### config.mk
export PLATFORM = sky130hd
export DESIGN_NAME = pipelined_adder
export DESIGN_NICKNAME = d
export VERILOG_FILES = /design/src/rtl/adder_pkg.sv /design/src/rtl/adder_chunk.sv /design/src/rtl/pipelined_adder.sv
export SDC_FILE = /design/constraint.sdc
export NUM_CORES = 1
export LEC_CHECK = 0
export ABC_CLOCK_PERIOD_IN_PS = 3600
export CELL_PAD_IN_SITES_DETAIL_PLACEMENT = 1
export CELL_PAD_IN_SITES_GLOBAL_PLACEMENT = 1
export CORE_MARGIN = 2
export CORE_UTILIZATION = 40
export DETAILED_ROUTE_END_ITERATION = 16
export GPL_TIMING_DRIVEN = 0
export HOLD_SLACK_MARGIN = 0.15
export PLACE_DENSITY = 0.69
export SYNTH_ARGS = -nofsm -noshare
export SYNTH_HDL_FRONTEND = slang
export SYNTH_HIERARCHICAL = 1
export SYNTH_SLANG_ARGS = --single-unit
### constraint.sdc
create_clock -name clk -period 3.6 [get_ports clk]
set_input_delay 0.54 -clock clk [delete_from_list [all_inputs] [get_ports clk]]
set_output_delay 0.54 -clock clk [all_outputs]
set_load 0.02 [all_outputs]
### src/rtl/adder_pkg.sv
// Shared types and helpers for the pipelined add/subtract unit.
//   adder_op_t  : per-beat operation (add / subtract)
//   chunk_w()   : carry-chain segment width for a WIDTH/STAGES split
//   adder_ctl_t : per-stage control record (valid, op, saturate, carry).
//                 The width-dependent part of the record (remaining
//                 operands, partial sum) lives beside it in the top as
//                 WIDTH-bit arrays, because a package struct cannot take
//                 the module's WIDTH parameter.
package adder_pkg;

  typedef enum logic {ADDER_OP_ADD = 1'b0, ADDER_OP_SUB = 1'b1} adder_op_t;

  function automatic int chunk_w(input int width, input int stages);
    return width / stages;
  endfunction

  typedef struct packed {
    logic      valid;
    adder_op_t op;
    logic      sat;
    logic      carry;
  } adder_ctl_t;

endpackage

### src/rtl/adder_chunk.sv
// Combinational W-bit adder segment.
//   a, b   : segment operands (b already inverted for subtract)
//   cin    : carry into bit 0
//   sum    : segment sum
//   cout   : carry out of the segment MSB
//   c_msb  : carry into the segment MSB (cout ^ c_msb = signed overflow)
module adder_chunk #(
  parameter int W = 8
) (
  input  logic [W-1:0] a,
  input  logic [W-1:0] b,
  input  logic         cin,
  output logic [W-1:0] sum,
  output logic         cout,
  output logic         c_msb
);

  logic [W:0] full;

  assign full  = {1'b0, a} + {1'b0, b} + {{W{1'b0}}, cin};
  assign sum   = full[W-1:0];
  assign cout  = full[W];
  // sum bit = a ^ b ^ carry-in, so the MSB carry-in falls out directly
  assign c_msb = a[W-1] ^ b[W-1] ^ sum[W-1];

endmodule

### src/rtl/pipelined_adder.sv
// Pipelined add/subtract unit. The WIDTH-bit carry chain is cut into
// STAGES segments of WIDTH/STAGES bits; stage s adds segment s using the
// carry registered by stage s-1. Operands and finished low segments ride
// along in registers. Latency STAGES, throughput 1 beat/cycle, global
// stall when the output is valid and not taken.
//
// Ports:
//   clk, reset           : clock, synchronous active-high reset
//   in_valid / in_ready  : input handshake (in_ready = pipeline advances)
//   a, b, op_sub         : operands, 0 = add, 1 = subtract
//   op_sat               : saturate on overflow (PIPELINED_ADDER_SAT_EN only)
//   out_valid / out_ready: output handshake
//   y, cout, ovf, zero   : result, carry-out (sub: 1 = no borrow),
//                          signed overflow, y == 0
//
// Build option: define PIPELINED_ADDER_SAT_EN to add the op_sat input and
// clamp overflowing results to the signed min/max.
module pipelined_adder
  import adder_pkg::*;
#(
  parameter int WIDTH  = 32,
  parameter int STAGES = 4
) (
  input  logic             clk,
  input  logic             reset,
  input  logic             in_valid,
  output logic             in_ready,
  input  logic [WIDTH-1:0] a,
  input  logic [WIDTH-1:0] b,
  input  logic             op_sub,
`ifdef PIPELINED_ADDER_SAT_EN
  input  logic             op_sat,
`endif
  output logic             out_valid,
  input  logic             out_ready,
  output logic [WIDTH-1:0] y,
  output logic             cout,
  output logic             ovf,
  output logic             zero
);

  localparam int CHUNK = chunk_w(WIDTH, STAGES);

  if (STAGES < 1 || STAGES > WIDTH || (WIDTH % STAGES) != 0) begin : g_bad_cfg
    $error("pipelined_adder: WIDTH must be a multiple of STAGES, 1 <= STAGES <= WIDTH");
  end

  // stage inputs (_i) and stage registers (_q), one entry per stage
  adder_ctl_t       ctl_i [STAGES];
  adder_ctl_t       ctl_q [STAGES];
  logic [WIDTH-1:0] a_i   [STAGES];
  logic [WIDTH-1:0] b_i   [STAGES];
  logic [WIDTH-1:0] s_i   [STAGES];
  logic [WIDTH-1:0] a_q   [STAGES];
  logic [WIDTH-1:0] b_q   [STAGES];
  logic [WIDTH-1:0] s_q   [STAGES];
  logic             ovf_q, zero_q;
  logic             adv;

  // single enable for every stage: bubbles are held, not collapsed
  assign adv      = !ctl_q[STAGES-1].valid || out_ready;
  assign in_ready = adv;

  for (genvar s = 0; s < STAGES; s++) begin : g_stage
    logic [CHUNK-1:0] csum;
    logic             ccout, cmsb;
    logic [WIDTH-1:0] s_nxt, s_out;
    adder_ctl_t       ctl_nxt;

    if (s == 0) begin : g_in
      logic sat_in;
`ifdef PIPELINED_ADDER_SAT_EN
      assign sat_in = op_sat;
`else
      assign sat_in = 1'b0;
`endif
      // subtract = a + ~b + 1; the +1 enters as stage-0 carry-in
      assign ctl_i[0] = '{valid: in_valid, op: adder_op_t'(op_sub),
                          sat: sat_in, carry: op_sub};
      assign a_i[0]   = a;
      assign b_i[0]   = op_sub ? ~b : b;
      assign s_i[0]   = '0;
    end else begin : g_fwd
      assign ctl_i[s] = ctl_q[s-1];
      assign a_i[s]   = a_q[s-1];
      assign b_i[s]   = b_q[s-1];
      assign s_i[s]   = s_q[s-1];
    end

    adder_chunk #(.W(CHUNK)) u_chunk (
      .a     (a_i[s][s*CHUNK +: CHUNK]),
      .b     (b_i[s][s*CHUNK +: CHUNK]),
      .cin   (ctl_i[s].carry),
      .sum   (csum),
      .cout  (ccout),
      .c_msb (cmsb)
    );

    always_comb begin
      s_nxt = s_i[s];
      s_nxt[s*CHUNK +: CHUNK] = csum;
      ctl_nxt       = ctl_i[s];
      ctl_nxt.carry = ccout;
    end

    if (s == STAGES-1) begin : g_last
      logic ovf_nxt, zero_nxt;
      logic [WIDTH-1:0] y_fin;

      always_comb begin
        ovf_nxt = ccout ^ cmsb;
        y_fin   = s_nxt;
        // clamp toward the sign of a: positive overflow -> max, negative -> min
        if (ctl_i[s].sat && ovf_nxt) begin
          if (a_i[s][WIDTH-1]) begin
            y_fin = '0;
            y_fin[WIDTH-1] = 1'b1;
          end else begin
            y_fin = '1;
            y_fin[WIDTH-1] = 1'b0;
          end
        end
        zero_nxt = (y_fin == '0);
      end

      assign s_out = y_fin;

      always_ff @(posedge clk) begin
        if (reset) begin
          ovf_q  <= 1'b0;
          zero_q <= 1'b0;
        end else if (adv) begin
          ovf_q  <= ovf_nxt;
          zero_q <= zero_nxt;
        end
      end
    end else begin : g_mid
      assign s_out = s_nxt;
    end

    always_ff @(posedge clk) begin
      if (reset) begin
        ctl_q[s] <= '0;
        a_q[s]   <= '0;
        b_q[s]   <= '0;
        s_q[s]   <= '0;
      end else if (adv) begin
        ctl_q[s] <= ctl_nxt;
        a_q[s]   <= a_i[s];
        b_q[s]   <= b_i[s];
        s_q[s]   <= s_out;
      end
    end
  end

  assign out_valid = ctl_q[STAGES-1].valid;
  assign y         = s_q[STAGES-1];
  assign cout      = ctl_q[STAGES-1].carry;
  assign ovf       = ovf_q;
  assign zero      = zero_q;

endmodule

# Yosys cells after proc, flatten, opt, wreduce, memory -nomap -nowiden
# Memories as Yosys holds them, arrays and structs flattened.
# Cells that the tools add are included.
word_totals:
  reg_bits: 2
  latchBits: 0
  ram_bits: 400
  rom_bits: 0
  inputBits: 69
  out_inout_bits: 37
  word_cells: 62
  mem_count: 4
op_classes:
  add_sub_neg: 8
  multipliers: 0
  n_div: 0
  order_cmp: 0
  n_eq_ne: 0
  shifts: 0
  muxes: 24
  bitwise_logic: 20
  n_reduce_logical: 4
memory_table:
  columns: ["memory", "words", "width", "rd", "rd_ports_with_merged_regs", "wr", "line", "text"]
  rows:
  - ["a_q", 4, 32, 3, 0, 4, "pipelined_adder.sv:54", "logic [WIDTH-1:0] a_q [STAGES];"]
  - ["b_q", 4, 32, 3, 0, 4, "pipelined_adder.sv:55", "logic [WIDTH-1:0] b_q [STAGES];"]
  - ["s_q", 4, 32, 4, 0, 4, "pipelined_adder.sv:56", "logic [WIDTH-1:0] s_q [STAGES];"]
  - ["ctl_q", 4, 4, 4, 0, 4, "pipelined_adder.sv:50", "adder_ctl_t ctl_q [STAGES];"]
ops:
  columns: ["op", "n"]
  rows:
  - ["two-way mux 32 bit", 15]
  - ["adder 8 x 8 -> 9 bit", 4]
  - ["adder 9 x 1 -> 9 bit", 4]
  - ["zero test 32 bit", 1]
  - ["NOT 32 bit", 1]
  - ["two-way mux 4 bit", 4]
  - ["OR 1 bit", 16]
  - ["two-way mux 1 bit", 5]
  - ["XOR 1 bit", 3]
  - ["logical AND 1 bit", 1]
  - ["zero test 1 bit", 1]
  - ["logical OR 1 bit", 1]

# Depth between registers and ports, before layout
# An unclocked memory read counts as a cell.
depth:
  word_depth: 8
  mapped_depth: 9

# Hierarchy
# Netlist, hierarchy kept.
by_module_without_submodules:
  columns: ["mod", "instances", "cells_each", "area_each_um2", "seq_area_each_um2"]
  rows:
  - ["pipelined_adder", 1, 447, 7359.6, 5565.3]
  - ["adder_chunk at g_stage[2].u_chunk ...", 2, 43, 364.1, 0.0]
  - ["adder_chunk at g_stage[1].u_chunk", 1, 44, 366.6, 0.0]
  - ["adder_chunk at g_stage[0].u_chunk", 1, 43, 345.3, 0.0]

# Worst setup path after synthesis
# OpenSTA, ideal clock, no wires.
synth_timing:
  path_kind: "input-to-reg"
  startpoint: "input out_ready"
  endpoint: "memory a_q[0][10], enable pin"
  setup_time_ns: 0.468
  t_arrival_ns: 2.992
  required_ns: 3.132
  path_slack_ns: 0.140
  path_stages: 2
  path_buffers: 0
  cell_sequence: "nand2b_4 or2_2"
synth_lines:
  columns: ["element", "line", "text"]
  rows:
  - ["start, declared", "pipelined_adder.sv:35", "input logic out_ready,"]
  - ["end, declared", "pipelined_adder.sv:54", null]

==> flow_summary_export.csv <==
group,metric,value,unit
floorplan,core,21700,sq um
floorplan,die_y,152,um
setup_path,crit_end,"ctl_q[0][0]$_SDFFCE_PN0P_",
setup_path,reg2regPathDepth,9,
global_routing,grtUsageTotal,15.7,%
layout,n_antenna_cell,0,
clock_tree,clkLatencyLatePin,0.43,ns
detailed_routing,vias,5052,
synthesis,syn_nets,719,
timing,tightest_slew,0.609,ns
synthesis,yosys_warnings,6,
clock_tree,numCtsBuffers,17,
clock_tree,clkSinkCount,186,
synthesis,syn_area,8760,sq um
setup_path,cp_slowest_cell,"clkdlybuf4s50_1",
setup_path,slowest_delay,0.51,ns
clock_tree,tritoncts,"done",
setup_path,critPathCaptureType,"flip-flop",
timing,slew_viol_final,0,
setup_path,startpoint,"op_sub",
timing,fin_tns_setup,0,ns
timing,hold_viol_final,0,
setup_path,start_kind,"primary input",
floorplan,initial_core_util,40.4,%
place,gp_congestion,0.761,
clock_tree,cts_setup_buffers,0,
layout,layout-drive-gt1-share,14.9,%
place,hpwlAfterDp,12800,um
pwr,powerDensity,473,nW/um^2
setup_path,cp.arrival,3.32,ns
global_routing,grt_pass1_wl,28200,um
layout,syn_to_final_growth,23.5,%
floorplan,io_pins,106,
timing,max_freq,0.318,GHz
detailed_routing,drc,0,
detailed_routing,drtAntennaViolNets,0,
timing,grt_setup_unrepaired,"false",
synthesis,synthCells,614,
synthesis,synth_area_per_cell,14.3,sq um
timing,max-slew-margin-rel,59.4,%
global_routing,antenna_found_initial,0,
outcome,outcome,"finished, final reports clean",
timing,final.min_clock_period,3.15,ns
setup_path,r2r_slack,0.78,ns
clock_tree,cts_max_level,4,
detailed_routing,drtIter0Drc,297,
floorplan,num_rows,54,
floorplan,dieArea,23100,sq um
global_routing,grt_overflow_total,0,
detailed_routing,drt_pass1_iterations,4,
floorplan,dieWidth,152,um
setup_path,critical_path.max_fanout,10,
setup_path,worstSetupPathType,"primary input to flip-flop",
global_routing,grt_pass1_vias,5494,
detailed_routing,routed_via_density,4.89,
detailed_routing,drt_wl_total,17300,um
setup_path,reg2reg_from,"a_q[1][24]$_SDFFCE_PN0P_",
worst_hold_path,hold_class,"flip-flop to flip-flop",
timing,finalClockSkew,0.00858,ns
pwr,p_leak,0.00440,uW
clock_tree,cts.clk_slew.worst_paths,0.07,ns
clock_tree,cts_buffer_depth,2,
setup_path,crit_chain,"clkdlybuf4s50_1, buf_2, buf_2, xor2_1, fa_1, fa_1, a21oi_1, o21a_1, o21ai_0, and2_1",
setup_path,required,3.78,ns
clock_tree,cts_hold_buf,0,
setup_path,r2r-end,"zero$_SDFFE_PP0P_",
global_routing,grt_max_degree,65,
job,cap_violations,0,
clock_tree,root_buffer,"clkbuf_16",
timing,timing.final.crit_share,87.4,%
layout,final_util,49.9,%
pwr,ir_drop,0.305,mV
clock_tree,cts_resized,0,
timing,setup_viol,0,
detailed_routing,wire_per_inst,16.8,um
place,port_buffers,105,
layout,final_nets,846,
==> state kept, by name, summed over array words and instances (netlist names) <==
register  flops
s_q          80
a_q          48
b_q          48
ctl_q         8
ovf           1
zero          1
==> metrics by stage <==
stage | instance area [sq um] | setup WS [ns] | hold WS (ns) | total power (uW) | instances
global placement | 10200 | -1.02 | 0.488 | 3290 | 999
CTS | 10800 | 0.441 | 0.506 | 5160 | 1034
floorplan | 8760 | 0.140 | 0.497 | 3060 | 614
global route | 10800 | 0.298 | 0.538 | 5330 | 1034
finish | 10800 | 0.454 | 0.506 | 5110 | 1034
detailed placement | 10200 | -0.0131 | 0.497 | 3330 | 1002
==> how the worst min path moves through the flow <==
stage | startpoint | endpoint | slack [ns] | depth (start not counted)
6_report | zero$_SDFFE_PP0P_ | zero$_SDFFE_PP0P_ | 0.51 | 2
3_3_place_gp | zero$_SDFFE_PP0P_ | zero$_SDFFE_PP0P_ | 0.49 | 2
3_5_place_dp | zero$_SDFFE_PP0P_ | zero$_SDFFE_PP0P_ | 0.50 | 2
5_1_grt | zero$_SDFFE_PP0P_ | zero$_SDFFE_PP0P_ | 0.54 | 2
4_1_cts | zero$_SDFFE_PP0P_ | zero$_SDFFE_PP0P_ | 0.51 | 2
2_1_floorplan | a_q[0][19]$_SDFFCE_PN0P_ | a_q[0][51]$_SDFFCE_PN0P_ | 0.50 | 1
==> critical path: cells and delay by family <==
kind / cells / cell delay, ns
AO/OA/AOI/OAI: 3 / 0.52
XOR/XNOR: 1 / 0.14
adder cells (fa/ha/maj): 2 / 0.86
buffers and inverters: 3 / 1.10
AND/OR/NAND/NOR: 1 / 0.17
==> power by group <==
part           internal [uW]  switching (uW)
Clock                   1020             811
Sequential              2560            55.1
Combinational            344             318
==> routing by layer <==
layer	share of wire [%]	GRT usage, %
met4	2.2	5.96
met2	54	28.7
met1	40	17.9
met3	3.8	3.59
met5	0	0
==> layout make-up <==
cell class,instances,area [sq um]
tap,280,350
sequential,186,5570
clock inverter,15,150
buffer,25,184
fill,2172,10900
multi-input combinational,386,2950
inverter,17,63.8
clock buffer,17,425
timing repair buffer,108,1130
==> cells in the final DEF, fill, tap and decap left out, types with 16 or more instances in the layout <==
cell and count:
and2_1 120, and2_4 40, clkbuf_16 17, clkdlybuf4s50_1 105
edfxtp_1 184, ha_1 28, nor2_1 26, xnor2_1 33
xor2_1 16
(Power assumes the default switching activity.)
